File: src/rtl/dmem_bus_ctrl.sv
// Multi-cycle data-memory controller: turns the core's held load/store into a
// single memory request, waits for the acknowledge (or a timeout) and stalls the core.
module dmem_bus_ctrl #(
  parameter int unsigned ADDR_W  = 8,
  parameter int unsigned DATA_W  = 32,
  parameter int unsigned TIMEOUT = 15
) (
  input  logic              clk,
  input  logic              rst,
  input  logic              load,
  input  logic              store,
  input  logic [31:0]       address,
  input  logic [DATA_W-1:0] w_data,
  input  logic [3:0]        masking,
  output logic              stall,
  output logic              done,
  output logic              err,
  output logic [DATA_W-1:0] r_data,
  output logic              mem_request,
  output logic              mem_we_re,
  output logic [ADDR_W-1:0] mem_address,
  output logic [DATA_W-1:0] mem_w_data,
  output logic [3:0]        mem_masking,
  input  logic              mem_valid,
  input  logic [DATA_W-1:0] mem_r_data
);

  localparam int unsigned CNT_W = 8;

  typedef enum logic [1:0] {
    S_IDLE = 2'd0,
    S_REQ  = 2'd1,
    S_WAIT = 2'd2,
    S_DONE = 2'd3
  } state_e;

  state_e              state_q, state_d;
  logic [CNT_W-1:0]    cnt_q, cnt_d;
  logic [DATA_W-1:0]   r_data_q, r_data_d;
  logic                done_q, done_d;
  logic                err_q, err_d;
  logic                req_q, req_d;
  logic                we_q, we_d;
  logic [ADDR_W-1:0]   addr_q, addr_d;
  logic [DATA_W-1:0]   wdata_q, wdata_d;
  logic [3:0]          mask_q, mask_d;

  // Byte-offset and upper address bits are intentionally dropped.
  logic unused_addr;
  assign unused_addr = ^{address[31:ADDR_W+2], address[1:0]};

  // Next-state, datapath capture and combinational stall
  always_comb begin
    state_d  = state_q;
    cnt_d    = cnt_q;
    r_data_d = r_data_q;
    done_d   = 1'b0;
    err_d    = 1'b0;
    req_d    = 1'b0;
    we_d     = we_q;
    addr_d   = addr_q;
    wdata_d  = wdata_q;
    mask_d   = mask_q;
    stall    = 1'b0;

    unique case (state_q)
      S_IDLE: begin
        if (load || store) begin
          stall   = 1'b1;
          state_d = S_REQ;
          req_d   = 1'b1;
          addr_d  = address[ADDR_W+1:2];
          wdata_d = w_data;
          we_d    = store;
          mask_d  = store ? masking : 4'hF;
        end
      end
      S_REQ: begin
        stall = 1'b1;
        cnt_d = '0;
        if (mem_valid) begin
          state_d = S_DONE;
          done_d  = 1'b1;
          if (!we_q) r_data_d = mem_r_data;
        end else begin
          state_d = S_WAIT;
        end
      end
      S_WAIT: begin
        stall = 1'b1;
        cnt_d = cnt_q + CNT_W'(1);
        // An acknowledge in the final wait cycle still wins over the abort.
        if (mem_valid) begin
          state_d = S_DONE;
          done_d  = 1'b1;
          if (!we_q) r_data_d = mem_r_data;
        end else if (cnt_q == CNT_W'(TIMEOUT - 1)) begin
          state_d = S_DONE;
          done_d  = 1'b1;
          err_d   = 1'b1;
          if (!we_q) r_data_d = '0;
        end
      end
      S_DONE: begin
        state_d = S_IDLE;
      end
      default: state_d = S_IDLE;
    endcase
  end

  // State and output registers
  always_ff @(posedge clk) begin
    if (!rst) begin
      state_q  <= S_IDLE;
      cnt_q    <= '0;
      r_data_q <= '0;
      done_q   <= 1'b0;
      err_q    <= 1'b0;
      req_q    <= 1'b0;
      we_q     <= 1'b0;
      addr_q   <= '0;
      wdata_q  <= '0;
      mask_q   <= '0;
    end else begin
      state_q  <= state_d;
      cnt_q    <= cnt_d;
      r_data_q <= r_data_d;
      done_q   <= done_d;
      err_q    <= err_d;
      req_q    <= req_d;
      we_q     <= we_d;
      addr_q   <= addr_d;
      wdata_q  <= wdata_d;
      mask_q   <= mask_d;
    end
  end

  assign done        = done_q;
  assign err         = err_q;
  assign r_data      = r_data_q;
  assign mem_request = req_q;
  assign mem_we_re   = we_q;
  assign mem_address = addr_q;
  assign mem_w_data  = wdata_q;
  assign mem_masking = mask_q;

endmodule

File: config.mk
export PLATFORM = sky130hd
export DESIGN_NAME = dmem_bus_ctrl
export DESIGN_NICKNAME = d
export VERILOG_FILES = /design/src/rtl/dmem_bus_ctrl.sv
export SDC_FILE = /design/constraint.sdc
export NUM_CORES = 1
export LEC_CHECK = 0
export ABC_AREA = 1
export CAP_MARGIN = 20
export CORE_ASPECT_RATIO = 0.75
export CORE_UTILIZATION = 41
export CTS_CLUSTER_DIAMETER = 60
export DETAILED_ROUTE_END_ITERATION = 8
export PLACE_DENSITY = 0.84
export RECOVER_POWER = 100
export SYNTH_ARGS = -nofsm -noshare
export SYNTH_HDL_FRONTEND = slang
export SYNTH_SLANG_ARGS = --single-unit
File: constraint.sdc
create_clock -name clk -period 1.8 [get_ports clk]
set_input_delay 0.18 -clock clk [delete_from_list [all_inputs] [get_ports clk]]
set_output_delay 0.18 -clock clk [all_outputs]
set_load 0.01 [all_outputs]
==> flow_metrics.py, run 1 <==
metrics = {
    "synthesis": {
        "seq_area_frac_synth": 0.4573,
        "yosysWarnings": 0,
        "ys_ff_latch": 90,
        "syn_area_per_cell_sq_um": 7.365,
        "synth_nets": 647,
        "synth_cells": 535,
        "synth_area_sq_um": 3940,
        "yosysUniqueCellTypes": 25,
    },
    "layout": {
        "nets": 798,
        "stdcell_count": 819,
        "drive_gt1_frac": 0.07236,
        "area_growth_syn_to_layout_pct": 52.40,
        "seqCellArea_sq_um": 1802,
        "multi_input_area_sq_um": 1892,
        "num-fill-cells": 792,
        "antennaDiodeCount": 0,
    },
    "detailed_routing": {
        "dr.first_iter.drc_count": 196,
        "final_antenna_net_count": 0,
        "drt-total-wl_mm": 11.91,
        "firstDrtPassIters": 5,
        "wl_per_cell_microns": 14.54,
        "vias": 4242,
        "vias_per_cell": 5.179,
        "drc": 0,
    },
    "power_and_ir_drop": {
        "powerDensity_nw_per_um2": 1382,
        "ir_drop_mv": 0.9028,
        "p_leak_nw": 2.563,
    },
    "timing": {
        "min_period_over_period": 0.9245,
        "rsz0062_at_grt": "false",
        "tightest_slew_ns": 0.4024,
        "slew-limit-headroom": 0.7317,
        "finalSetupViolCount": 0,
        "slew_violations": 0,
        "final.min_clock_period_ns": 1.664,
        "clock_skew_ns": 0.006888,
        "setup-tns-final_ns": 0,
        "hold_viol": 0,
        "fmax_mhz": 600.9,
    },
    "placed_design": {
        "numPortBuffers": 161,
        "dp_cells": 803,
        "gp_congestion": 0.8007,
        "hpwlAfterDp_mm": 8.498,
    },
    "die": {
        "die_w_microns": 115.2,
        "pin_count": 186,
        "core_area_sq_um": 9196,
        "die_y_microns": 86.90,
        "rows": 30,
        "die-area_sq_um": 10010,
        "initial_core_util": 0.4284,
    },
    "clock_tree": {
        "cts.sinks": 90,
        "cts-root-buf": "clkbuf_16",
        "clockBufferDepth": 2,
        "cts_tree": "built",
        "clk_latency_ns": 0.34,
        "path_clk_slew_ns": 0.07,
        "h-tree-depth": 3,
        "cts-buffers-inserted": 9,
    },
    "grt": {
        "grt_overflow_total": 0,
        "antenna_found_initial": 0,
        "grt_pass1_wl_mm": 19.02,
        "grt_use_total": 0.2425,
        "grt_max_degree": 45,
        "grt_pass1_vias": 4011,
    },
    "hold_path": {
        "min_path_type": "in -> reg",
    },
    "worst_setup_path": {
        "critPathMaxFanout": 32,
        "criticalPathCategory": "reg -> reg",
        "crit_arrival_ns": 1.89,
        "endpoint_kind": "flip-flop",
        "cp-start-kind": "flip-flop",
        "cp.required_ns": 2.02,
    },
    "outcome": {
        "outcome": "finished, final reports clean",
    },
    "job": {
        "maxCapViolCount": 0,
    },
}
[where the power goes]
part           leakage (nW)  internal, W  switching [W]
combinational          1.66      0.00150        0.00203
clock                 0.163      0.00126       0.000777
sequential            0.739      0.00248       0.000254
total                  2.56      0.00524        0.00306
[layer usage]
metal,vias up,track usage,routed length (microns)
li1,2083,-,-
met1,1990,0.3132,5261
met2,145,0.3965,5665
met3,24,0.05289,698
met4,0,0.09563,280
met5,-,0,0
[synth_stat cells (all sizes together)]
cell type	count	area (sq um)
a22oi	32	240.2
nor3	2	10.01
o221a	4	45.04
nand3b	1	7.510
buf	23	136.4
clkbuf	18	67.56
clkinv	1	3.750
nor3b	1	7.510
dfxtp	90	1802
nand2	119	449.2
nand3	37	190.2
o21ai	48	255.3
inv	12	45.04
ha	7	87.58
a21oi	44	220.2
nor2	96	372.8
[timing repair]
action | CTS | global route
gates resized for setup | 1 | 5
hold buffers | 0 | 0
cloned | 0 | 0
setup buffers | 0 | 0
pin swaps | 0 | 0
endpoints found under the setup margin | 1 | 10
[worst max-delay path, stage by stage (launching register included)]
cell and delay (ns):
dfxtp_1 0.33, clkbuf_1 0.20, ha_1 0.27, buf_4 0.38, a22oi_1 0.17, nand3_1 0.13
a21oi_1 0.07
[registers in the layout (all words and copies together), names as in the netlist]
name	flops
err	1
state_q	2
mem_we_re	1
cnt_q	8
mem_w_data	32
mem_request	1
mem_masking	4
mem_address	8
r_data	32
done	1
[placed cells by master, fill, tap and decap left out, types with 15 or more instances in the layout]
cell type	instances
nand2_1	118
nor2_1	92
dfxtp_1	90
clkdlybuf4s50_1	80
dlygate4sd3_1	80
o21ai_0	46
a21oi_1	43
nand3_1	36
a22oi_1	32
buf_4	15
[kinds of logic after synthesis]
logic type | share of synthesized area
adders and majority gates | 0.02223
buffers and inverters | 0.06414
DFF | 0.4573
and+or+nand+nor | 0.2633
AOI/OAI and AO/OA | 0.1931
[worst paths after layout]
| kind | startpoint | end | slack (ns) | cells past startpoint |
|---|---|---|---|---|
| setup / recovery | state_q[1] | r_data[23] | 0.14 | 6 |
| hold reg to reg | mem_w_data[15] | mem_w_data[15] | 0.47 | 2 |
| hold / removal | w_data[12] | mem_w_data[12] | 0.47 | 3 |
| setup reg to reg | state_q[1] | r_data[23] | 0.14 | 6 |
[metrics by stage]
step                setup slack (ns)  power, W  hold slack (ns)    util  instance area [sq um]
floorplan                     0.2167  0.004791           0.3364       -                   3940
global placement              0.1040  0.006322           0.4628  0.6180                   5683
detailed placement           0.01557  0.006510           0.4709  0.6180                   5683
CTS                          0.05120  0.008540           0.4625  0.6533                   6008
global route                 0.01372  0.008827           0.4863  0.6529                   6005
finish                        0.1360  0.008299           0.4714  0.6529                   6005
[final cells by class]
type	count	area share
clock buffers	10	0.03980
clock inverters	6	0.01459
inverters	13	0.008752
multi-input cells	391	0.3151
flip-flops and latches	90	0.3001
well taps	128	0.02667
repair buffers	181	0.2951
(Power assumes the default switching activity.)
==> inputs of run 2 (changes only) <==
--- a/config.mk
+++ b/config.mk
@@ -16,3 +16,4 @@
 export SYNTH_ARGS = -nofsm -noshare
 export SYNTH_HDL_FRONTEND = slang
 export SYNTH_SLANG_ARGS = --single-unit
+export TNS_END_PERCENT = 100
==> results of run 2 <==
No change in the layout: final DEF, timing and power equal those of run 1.
==> inputs of run 3 (changes only) <==
--- a/config.mk
+++ b/config.mk
@@ -8,9 +8,11 @@
 export ABC_AREA = 1
 export CAP_MARGIN = 20
 export CORE_ASPECT_RATIO = 0.75
+export CORE_MARGIN = 3
 export CORE_UTILIZATION = 41
 export CTS_CLUSTER_DIAMETER = 60
 export DETAILED_ROUTE_END_ITERATION = 8
+export HOLD_SLACK_MARGIN = 0.1
 export PLACE_DENSITY = 0.84
 export RECOVER_POWER = 100
 export SYNTH_ARGS = -nofsm -noshare
==> flow_metrics.py, run 3 (synthesis results as in run 1) <==
metrics = {
    "timing": {
        "tightest_slew_ns": 0.4319,
        "final.min_clock_period_ns": 1.716,
        "holdWs_ns": 0.4650,
        "rsz0062_at_grt": "false",
        "setup-tns-final_ns": 0,
        "slew-limit-headroom": 0.7121,
        "finalSetupViolCount": 0,
        "fmax_mhz": 582.8,
        "hold_viol": 0,
        "slew_violations": 0,
        "clock_skew_ns": 0.007449,
        "min_period_over_period": 0.9532,
    },
    "layout": {
        "nets": 800,
        "final_common_cell": "nand2_1",
        "fin_area_sq_um": 6018,
        "final_util": 0.6544,
        "layout_common_cells": "118 x nand2_1, 91 x nor2_1, 90 x dfxtp_1",
        "num-fill-cells": 767,
        "drive_gt1_frac": 0.07359,
        "antennaDiodeCount": 0,
        "area_growth_syn_to_layout_pct": 52.75,
    },
    "worst_setup_path": {
        "reg2reg_to": "cnt_q[7]",
        "critPathMaxFanout": 4,
        "crit_arrival_ns": 1.54,
        "cp.required_ns": 1.62,
        "regToRegStartpoint": "state_q[0]",
        "rrSetupSlack_ns": 0.13,
        "endpoint_kind": "primary output",
        "cp-start-kind": "flip-flop",
        "criticalPathCategory": "reg -> out",
        "reg2reg_depth": 10,
    },
    "die": {
        "rows": 30,
        "initial_core_util": 0.4284,
        "pin_count": 186,
        "die_y_microns": 90.90,
        "die-area_sq_um": 10830,
        "core_area_sq_um": 9196,
        "die_w_microns": 119.2,
    },
    "grt": {
        "grt_pass1_vias": 4091,
        "antenna_found_initial": 0,
        "grt_overflow_total": 0,
        "grt_use_total": 0.2197,
        "grt_max_degree": 45,
        "grt_pass1_wl_mm": 19.90,
    },
    "placed_design": {
        "hpwlAfterDp_mm": 8.834,
        "numPortBuffers": 161,
        "placed_area_sq_um": 5723,
        "gp_congestion": 0.8210,
    },
    "detailed_routing": {
        "firstDrtPassIters": 5,
        "drt-total-wl_mm": 12.04,
        "vias": 4214,
        "vias_per_cell": 5.133,
        "final_antenna_net_count": 0,
        "dr.first_iter.drc_count": 256,
        "drc": 0,
        "wl_per_cell_microns": 14.66,
    },
    "clock_tree": {
        "cts_tree": "built",
        "postCtsResizedCells": 1,
        "clockBufferDepth": 2,
        "cts.sinks": 90,
        "postCtsSetupBuffers": 0,
        "h-tree-depth": 3,
        "cts-root-buf": "clkbuf_16",
        "ctsHoldBuffers": 0,
        "path_clk_slew_ns": 0.06,
        "clk_latency_ns": 0.33,
        "cts-buffers-inserted": 9,
    },
    "power_and_ir_drop": {
        "powerDensity_nw_per_um2": 1357,
        "p_leak_nw": 2.566,
        "total_power_w": 0.008167,
        "ir_drop_mv": 0.7352,
    },
    "outcome": {
        "outcome": "finished, final reports clean",
    },
    "hold_path": {
        "min_path_type": "in -> reg",
        "min_path_cells": 3,
        "min_from": "w_data[17]",
        "worstHoldEndpoint": "mem_w_data[17]",
    },
    "job": {
        "maxCapViolCount": 0,
    },
}
==> run 3: per-layer routing <==
metal	vias to the layer above	GRT usage	wire length, microns
met5	-	0	0
met3	14	0.04759	656
li1	2091	-	-
met1	1967	0.2873	5216
met4	0	0.05689	174
met2	142	0.3672	5988
==> run 3: area by class of cell <==
class	instances	area, sq um	area share
timing repair buffer	183	1815	0.3017
inverter	13	48.80	0.008108
clock inverter	4	51.30	0.008524
tap	128	160.2	0.02661
sequential	90	1802	0.2994
clock buffer	12	246.5	0.04096
multi-input combinational	391	1894	0.3148
==> run 3: worst max-delay path by stage <==
stage	slack, ns	depth (start not counted)	to	startpoint
2_1_floorplan	0.22	10	cnt_q[7]	state_q[0]
3_3_place_gp	0.12	8	r_data[14]	mem_valid
3_5_place_dp	0.06	8	r_data[12]	mem_valid
4_1_cts	0.05	5	stall	state_q[0]
5_1_grt	0.01	10	r_data[21]	state_q[0]
6_report	0.08	5	stall	state_q[0]
==> run 3: per-stage QoR <==
step	instances	setup slack, ns
2_1_floorplan	535	0.2167
3_3_place_gp	805	0.1165
3_5_place_dp	805	0.05619
4_1_cts	821	0.04757
5_1_grt	821	0.01000
6_report	821	0.08419
==> run 3: power breakdown <==
group | internal, W | leakage [nW] | switching (W)
clock network | 0.00111 | 0.143 | 0.000749
logic | 0.00158 | 1.68 | 0.00199
registers | 0.00248 | 0.739 | 0.000254
total | 0.00517 | 2.57 | 0.00300
==> run 3: worst max-delay path: stages (launching register included) <==
cell and delay, ns:
dfxtp_1 0.34, inv_1 0.09, ha_1 0.31, inv_1 0.06, a21oi_1 0.13, clkdlybuf4s15_1 0.27
